## src/rtl/rv_pkg.sv

```systemverilog
// Shared RV definitions: data width, writeback result-select encodings, x0 index.
package rv_pkg;

   localparam int XLEN = 32;

   localparam logic [2:0] RES_ALU  = 3'b000;
   localparam logic [2:0] RES_MEM  = 3'b001;
   localparam logic [2:0] RES_PC4  = 3'b010;
   localparam logic [2:0] RES_UIMM = 3'b011;

   localparam logic [4:0] REG_X0 = 5'd0;

endpackage

```

## src/rtl/wb_stage_regfile_if.sv

```systemverilog
// W-stage bus into the writeback/register-file block, plus the decode read
// ports and status outputs. master = pipeline/decode side, slave = regfile block.
interface wb_stage_regfile_if #(
   parameter int CNT_W = 64
);
   import rv_pkg::*;

   logic               reg_writeW;
   logic [2:0]         result_scrW;
   logic [4:0]         rdW;
   logic [XLEN-1:0]    alu_resultW;
   logic [XLEN-1:0]    read_data_w;
   logic [XLEN-1:0]    PC_PLUS4W;
   logic [XLEN-1:0]    Utype_res_W;
   logic               retire_w;
   logic [4:0]         rs1_D;
   logic [4:0]         rs2_D;
   logic [XLEN-1:0]    rd1_D;
   logic [XLEN-1:0]    rd2_D;
   logic [XLEN-1:0]    result_W;
   logic [CNT_W-1:0]   instret;
   logic [4:0]         last_wr_addr;
   logic [XLEN-1:0]    last_wr_data;

   modport master (
      output reg_writeW, result_scrW, rdW, alu_resultW, read_data_w,
             PC_PLUS4W, Utype_res_W, retire_w, rs1_D, rs2_D,
      input  rd1_D, rd2_D, result_W, instret, last_wr_addr, last_wr_data
   );

   modport slave (
      input  reg_writeW, result_scrW, rdW, alu_resultW, read_data_w,
             PC_PLUS4W, Utype_res_W, retire_w, rs1_D, rs2_D,
      output rd1_D, rd2_D, result_W, instret, last_wr_addr, last_wr_data
   );

endinterface

```

## src/rtl/wb_stage_regfile_regfile_2r1w.sv

```systemverilog
// Two-read one-write integer register file, x0 hard-wired to zero.
// Optional feature macro: WB_BYPASS_EN -- when defined, a read of the register
// being written this cycle returns the write data (write-through).
module regfile_2r1w
   import rv_pkg::*;
#(
   parameter int NREGS = 32
) (
   input  logic            clk,
   input  logic            reset,
   input  logic            we,
   input  logic [4:0]      waddr,
   input  logic [XLEN-1:0] wdata,
   input  logic [4:0]      raddr1,
   input  logic [4:0]      raddr2,
   output logic [XLEN-1:0] rdata1,
   output logic [XLEN-1:0] rdata2
);

   logic [XLEN-1:0] regs [NREGS];
   logic            wr_en;

   assign wr_en = we && (waddr != REG_X0);

   // Storage: clear everything on reset, commit non-x0 writes on the edge.
   always_ff @(posedge clk or negedge reset) begin
      if (!reset) begin
         for (int i = 0; i < NREGS; i++) regs[i] <= '0;
      end else if (wr_en) begin
         regs[waddr] <= wdata;
      end
   end

`ifdef WB_BYPASS_EN
   // Write-through: same-cycle write data wins over the stored value.
   assign rdata1 = (raddr1 == REG_X0) ? '0 :
                   (wr_en && raddr1 == waddr) ? wdata : regs[raddr1];
   assign rdata2 = (raddr2 == REG_X0) ? '0 :
                   (wr_en && raddr2 == waddr) ? wdata : regs[raddr2];
`else
   // Plain asynchronous read; the new value appears after the edge.
   assign rdata1 = (raddr1 == REG_X0) ? '0 : regs[raddr1];
   assign rdata2 = (raddr2 == REG_X0) ? '0 : regs[raddr2];
`endif

endmodule

```

## src/rtl/wb_stage_regfile.sv

```systemverilog
// Writeback stage: result select, register-file commit, retired-instruction
// counter and last-committed-write capture.
// Optional feature macro: WB_BYPASS_EN (W->D write-through in regfile_2r1w).
module wb_stage_regfile
   import rv_pkg::*;
#(
   parameter int NREGS = 32,
   parameter int CNT_W = 64
) (
   input  logic                 clk,
   input  logic                 reset,
   wb_stage_regfile_if.slave    wb
);

   logic [XLEN-1:0]  result_w;
   logic [CNT_W-1:0] instret_q;
   logic [4:0]       last_addr_q;
   logic [XLEN-1:0]  last_data_q;
   logic             commit;

   assign commit = wb.reg_writeW && (wb.rdW != REG_X0);

   // Writeback result select; unused encodings produce zero.
   always_comb begin
      result_w = '0;
      case (wb.result_scrW)
         RES_ALU:  result_w = wb.alu_resultW;
         RES_MEM:  result_w = wb.read_data_w;
         RES_PC4:  result_w = wb.PC_PLUS4W;
         RES_UIMM: result_w = wb.Utype_res_W;
         default:  result_w = '0;
      endcase
   end

   regfile_2r1w #(.NREGS(NREGS)) u_rf (
      .clk    (clk),
      .reset  (reset),
      .we     (wb.reg_writeW),
      .waddr  (wb.rdW),
      .wdata  (result_w),
      .raddr1 (wb.rs1_D),
      .raddr2 (wb.rs2_D),
      .rdata1 (wb.rd1_D),
      .rdata2 (wb.rd2_D)
   );

   // Retired-instruction counter; wraps silently.
   always_ff @(posedge clk or negedge reset) begin
      if (!reset)           instret_q <= '0;
      else if (wb.retire_w) instret_q <= instret_q + 1'b1;
   end

   // Capture the last write that actually changed a register.
   always_ff @(posedge clk or negedge reset) begin
      if (!reset) begin
         last_addr_q <= '0;
         last_data_q <= '0;
      end else if (commit) begin
         last_addr_q <= wb.rdW;
         last_data_q <= result_w;
      end
   end

   assign wb.result_W     = result_w;
   assign wb.instret      = instret_q;
   assign wb.last_wr_addr = last_addr_q;
   assign wb.last_wr_data = last_data_q;

endmodule

```

## src/flat_wrapper.sv

```systemverilog
// flat-port wrapper written by rule: the top's interface ports become plain ports
module wb_stage_regfile_flat import rv_pkg::*;
#(
   parameter int NREGS = 32,
   parameter int CNT_W = 64
)
  (clk, reset, wb_reg_writeW, wb_result_scrW, wb_rdW, wb_alu_resultW, wb_read_data_w, wb_PC_PLUS4W, wb_Utype_res_W, wb_retire_w, wb_rs1_D, wb_rs2_D, wb_rd1_D, wb_rd2_D, wb_result_W, wb_instret, wb_last_wr_addr, wb_last_wr_data);
  wb_stage_regfile_if #(.CNT_W(CNT_W)) wb_i ();
  input  logic clk;
  input  logic reset;
  input wire logic [$bits(wb_i.reg_writeW)-1:0] wb_reg_writeW;
  input wire logic [$bits(wb_i.result_scrW)-1:0] wb_result_scrW;
  input wire logic [$bits(wb_i.rdW)-1:0] wb_rdW;
  input wire logic [$bits(wb_i.alu_resultW)-1:0] wb_alu_resultW;
  input wire logic [$bits(wb_i.read_data_w)-1:0] wb_read_data_w;
  input wire logic [$bits(wb_i.PC_PLUS4W)-1:0] wb_PC_PLUS4W;
  input wire logic [$bits(wb_i.Utype_res_W)-1:0] wb_Utype_res_W;
  input wire logic [$bits(wb_i.retire_w)-1:0] wb_retire_w;
  input wire logic [$bits(wb_i.rs1_D)-1:0] wb_rs1_D;
  input wire logic [$bits(wb_i.rs2_D)-1:0] wb_rs2_D;
  output wire logic [$bits(wb_i.rd1_D)-1:0] wb_rd1_D;
  output wire logic [$bits(wb_i.rd2_D)-1:0] wb_rd2_D;
  output wire logic [$bits(wb_i.result_W)-1:0] wb_result_W;
  output wire logic [$bits(wb_i.instret)-1:0] wb_instret;
  output wire logic [$bits(wb_i.last_wr_addr)-1:0] wb_last_wr_addr;
  output wire logic [$bits(wb_i.last_wr_data)-1:0] wb_last_wr_data;
  assign wb_i.reg_writeW = wb_reg_writeW;
  assign wb_i.result_scrW = wb_result_scrW;
  assign wb_i.rdW = wb_rdW;
  assign wb_i.alu_resultW = wb_alu_resultW;
  assign wb_i.read_data_w = wb_read_data_w;
  assign wb_i.PC_PLUS4W = wb_PC_PLUS4W;
  assign wb_i.Utype_res_W = wb_Utype_res_W;
  assign wb_i.retire_w = wb_retire_w;
  assign wb_i.rs1_D = wb_rs1_D;
  assign wb_i.rs2_D = wb_rs2_D;
  assign wb_rd1_D = wb_i.rd1_D;
  assign wb_rd2_D = wb_i.rd2_D;
  assign wb_result_W = wb_i.result_W;
  assign wb_instret = wb_i.instret;
  assign wb_last_wr_addr = wb_i.last_wr_addr;
  assign wb_last_wr_data = wb_i.last_wr_data;
  wb_stage_regfile #(.NREGS(NREGS), .CNT_W(CNT_W)) u_core (.clk(clk), .reset(reset), .wb(wb_i));
endmodule
```

## config.mk

```make
export PLATFORM = sky130hd
export DESIGN_NAME = wb_stage_regfile_flat
export DESIGN_NICKNAME = d
export VERILOG_FILES = /design/src/rtl/rv_pkg.sv /design/src/rtl/wb_stage_regfile_if.sv /design/src/rtl/wb_stage_regfile_regfile_2r1w.sv /design/src/rtl/wb_stage_regfile.sv /design/src/flat_wrapper.sv
export SDC_FILE = /design/constraint.sdc
export NUM_CORES = 2
export LEC_CHECK = 0
export CORE_MARGIN = 1.5
export CORE_UTILIZATION = 55
export CTS_CLUSTER_DIAMETER = 100
export CTS_CLUSTER_SIZE = 16
export DETAILED_ROUTE_END_ITERATION = 10
export PLACE_DENSITY = 0.75
export SETUP_SLACK_MARGIN = 0.15
export SYNTH_ARGS = -nofsm -noshare
export SYNTH_HDL_FRONTEND = slang
export SYNTH_SLANG_ARGS = --single-unit
```

## constraint.sdc

```tcl
create_clock -name clk -period 6 [get_ports clk]
set_clock_uncertainty 0.2 [all_clocks]
set_input_delay 1.5 -clock clk [delete_from_list [all_inputs] [get_ports clk]]
set_output_delay 1.5 -clock clk [all_outputs]
set_load 0.02 [all_outputs]
```

==> run summary <==
Status - completed
WL met3 - 23800 um
Worst R2R End - u_core.wb.instret[58]$_DFFE_PN0P_
FF-to-FF Start - u_core.wb.instret[0]$_DFFE_PN0P_
Layout cells sized above 1 - 18.9%
H-tree Lvls - 3
Seq. cell area - 0.0282 mm^2
WS Path Type - in2out
Total GRT Usage - 35.7%
YS warnings - 0
Clk pin slew, worst setup/hold paths - 70 ps
PD cells - 278 mW/mm^2
Synthesized flop and latch total - 1125
Drt via density - 6.75
R2r setup slk - 3430 ps
Post-synthesis async set-or-reset flop share - 100%
Post-synth EDFFs - 0
Post-DP HPWL - 124000 um
Synthesized Nets - 5301
Starting Density - 55.4%
Hold Buf Count CTS - 0
WHS Path Cells - 0
Largest net degree at the start of global routing - 166
Worst setup SP type - input port
Synth top area share - 49.2%
Hold EP - u_core.u_rf.regs[995]$_DFFE_PN0P_
Endpoints failing setup - 0
Critical path origin - wb_rs2_D[4]
Vias - 45087
Fin util - 62.9%
Arr. time, crit path - 4100 ps
DR pass1 iterations - 6
Leak - 27.9 nW
Fin worst setup slack - 204 ps
FILL cells - 8092
Routed wire length - 188000 um
Slew of the pin with the lowest slew margin - 1310 ps
Hold Path Class - reg2reg
Routed Antenna Nets - 0
Drt initial violations - 6193
Core ar. - 0.103 mm^2
Top cells by area, synth - dfrtp_1 (49%), mux4_2 (20%), o21ai_0 (8.6%), nand2_1 (7.6%), clkbuf_1 (2.7%)
Post-synthesis cell type count - 45
Unrepaired setup endpoints after global routing - no
Peak Freq - 173 MHz
Wire per inst - 28.1 um
Period minus WS final - 5800 ps
CP Capture Type - output pin
Synthesized area - 0.0572 mm^2
Max Slew Vio Count - 0
Grt total ovfl - 0
Most instantiated cells after synthesis - nand2_1 (1166), dfrtp_1 (1125), o21ai_0 (983)
Setup_tns - 0 ps
Die W - 326 um
Worst rel slew slack - 12.4%
Syn Area/Cell - 11.1 um^2
Sequential-to-total area share from yosys stat - 49.2%
Final Hold Viols - 0
Max-Cap Viols - 0
Maximum vdd drop - 0.191 mV
CTS root buf - clkbuf_16
Area Overhead vs Synth - 13.5%
M1 wire length - 71400 um
Final nets - 5450
First-pass GRT wire length - 283000 um
Num CTS Buffers - 80
FF-to-FF path depth - 6
CTS tree - done
Multi-input gate area - 0.0269 mm^2
I/O pin total - 347
Std-Cell Rows - 118
CTS max path bufs - 3
Clk_lat worst skew - 660 ps
Clock sinks - 1125
Antenna violations before repair - 10
Die Area - 0.106 mm^2
GPL Wtd Cong - 0.906
Final Cycle Share - 96.6%
Postcts setup bufs - 0
Drt drc - 0
Vias in the first global route - 44832
Uppermost routed layer - met5
Post-synthesis cell count - 5150
Crit path max fanout - 10
Synth area leader - dfrtp_1
Crit path required time - 4300 ps
Routed met2 length - 83900 um
Setup WS pre-CTS - 148 ps
Min-delay src - u_core.u_rf.regs[995]$_DFFE_PN0P_
Chip Height - 326 um
Port Buffers - 346
Top_reg_cell synth - dfrtp_1
Dominant cell by count in the synthesized netlist - nand2_1
==> routing by layer <==
metal | vias up | GRT usage (%)
li1 | 18752 | -
met4 | 6 | 15.1
met3 | 552 | 10.7
met1 | 22758 | 49.6
met5 | - | 0
met2 | 3019 | 52.8
==> registers in the layout (all words and copies together) (netlist names) <==
name,cells
u_core.wb.last_wr_data,32
u_core.wb.last_wr_addr,5
u_core.u_rf.regs,1024
u_core.wb.instret,64
==> final cells by class <==
type                    instances  share of cell area (%)
flip-flops and latches       1125                    43.3
multi-input cells            3452                    41.4
well taps                    1380                    2.66
repair buffers                599                    9.10
clock buffers                  83                    3.20
clock inverters                 3                  0.0693
diodes                          1                 0.00385
inverters                      41                   0.237
==> critical path, cell delays in order <==
cell and delay (ps):
clkdlybuf4s50_1 570, nor2b_2 150, nand2_1 150, buf_4 290
o22ai_1 160, nor4_1 460, buf_4 210, clkdlybuf4s50_1 610
==> stage by stage <==
step | instances | instance area (um^2) | power (mW) | hold WS, ps
detailed placement | 6597 | 62800 | 13.0 | 184
global route | 6683 | 65000 | 18.7 | 214
global placement | 6597 | 62800 | 12.8 | 177
finish | 6684 | 65000 | 18.0 | 197
floorplan | 5150 | 57200 | 11.4 | 241
CTS | 6683 | 64900 | 18.0 | 200
==> kinds of logic (layout without fill, tap and decap cells) <==
logic type               count (synthesis)  in the layout  share of synthesized area (%)
XOR/XNOR                                63             63                          0.964
AND/OR/NAND/NOR                       1432           1432                           10.5
AO/OA/AOI/OAI                         1283           1283                           12.1
multiplexers                           673            673                           23.1
other                                    0              1                              0
flip-flops                            1125           1125                           49.2
buffers and inverters                  573            726                           4.09
adder cells (fa/ha/maj)                  1              1                         0.0219
==> cells in the final DEF, fill, tap and decap left out, types with 3 or more instances in the layout <==
cell             instances
nand2_1               1132
dfrtp_1               1125
o21ai_0                983
mux4_2                 510
clkdlybuf4s50_1        315
buf_4                  229
mux2i_1                100
a211oi_1                92
clkbuf_16               83
nor2b_1                 66
o22ai_1                 64
mux2_2                  61
buf_12                  48
o21ai_1                 43
inv_1                   41
nor4_1                  35
nand2b_1                34
nand2_2                 34
a21oi_1                 32
xnor2_1                 32
xor2_1                  31
o221ai_1                30
a22oi_1                 30
nor2_1                  25
nor3_1                  23
nand3_1                 20
nand4_1                 15
and3_1                   9
nor4_2                   5
or2_2                    3
nand2b_2                 3
a22o_1                   3
and3b_1                  3
nor3b_1                  3
and2_1                   3
and4_1                   3
buf_8                    3
==> timing repair <==
action                                  4_1_cts  5_1_grt
resized for setup                             3        6
endpoints found under the setup margin        3       10
gates cloned                                  0        0
==> how the worst max path moves through the flow <==
stage                         to  slack (ps)
global placement    wb_rd2_D[14]         130
CTS                  wb_rd2_D[4]         160
global route         wb_rd2_D[0]         180
finish               wb_rd2_D[0]         200
floorplan           wb_rd2_D[10]        1000
detailed placement  wb_rd2_D[14]         150
==> where the power goes <==
part | switching [mW] | leakage, nW | total, mW | internal (mW)
sequential | 0.772 | 15.1 | 9.28 | 8.51
combinational | 1.90 | 11.8 | 3.64 | 1.75
clock | 2.66 | 1.04 | 5.12 | 2.46
No activity file was read; power rests on OpenSTA's default activity.
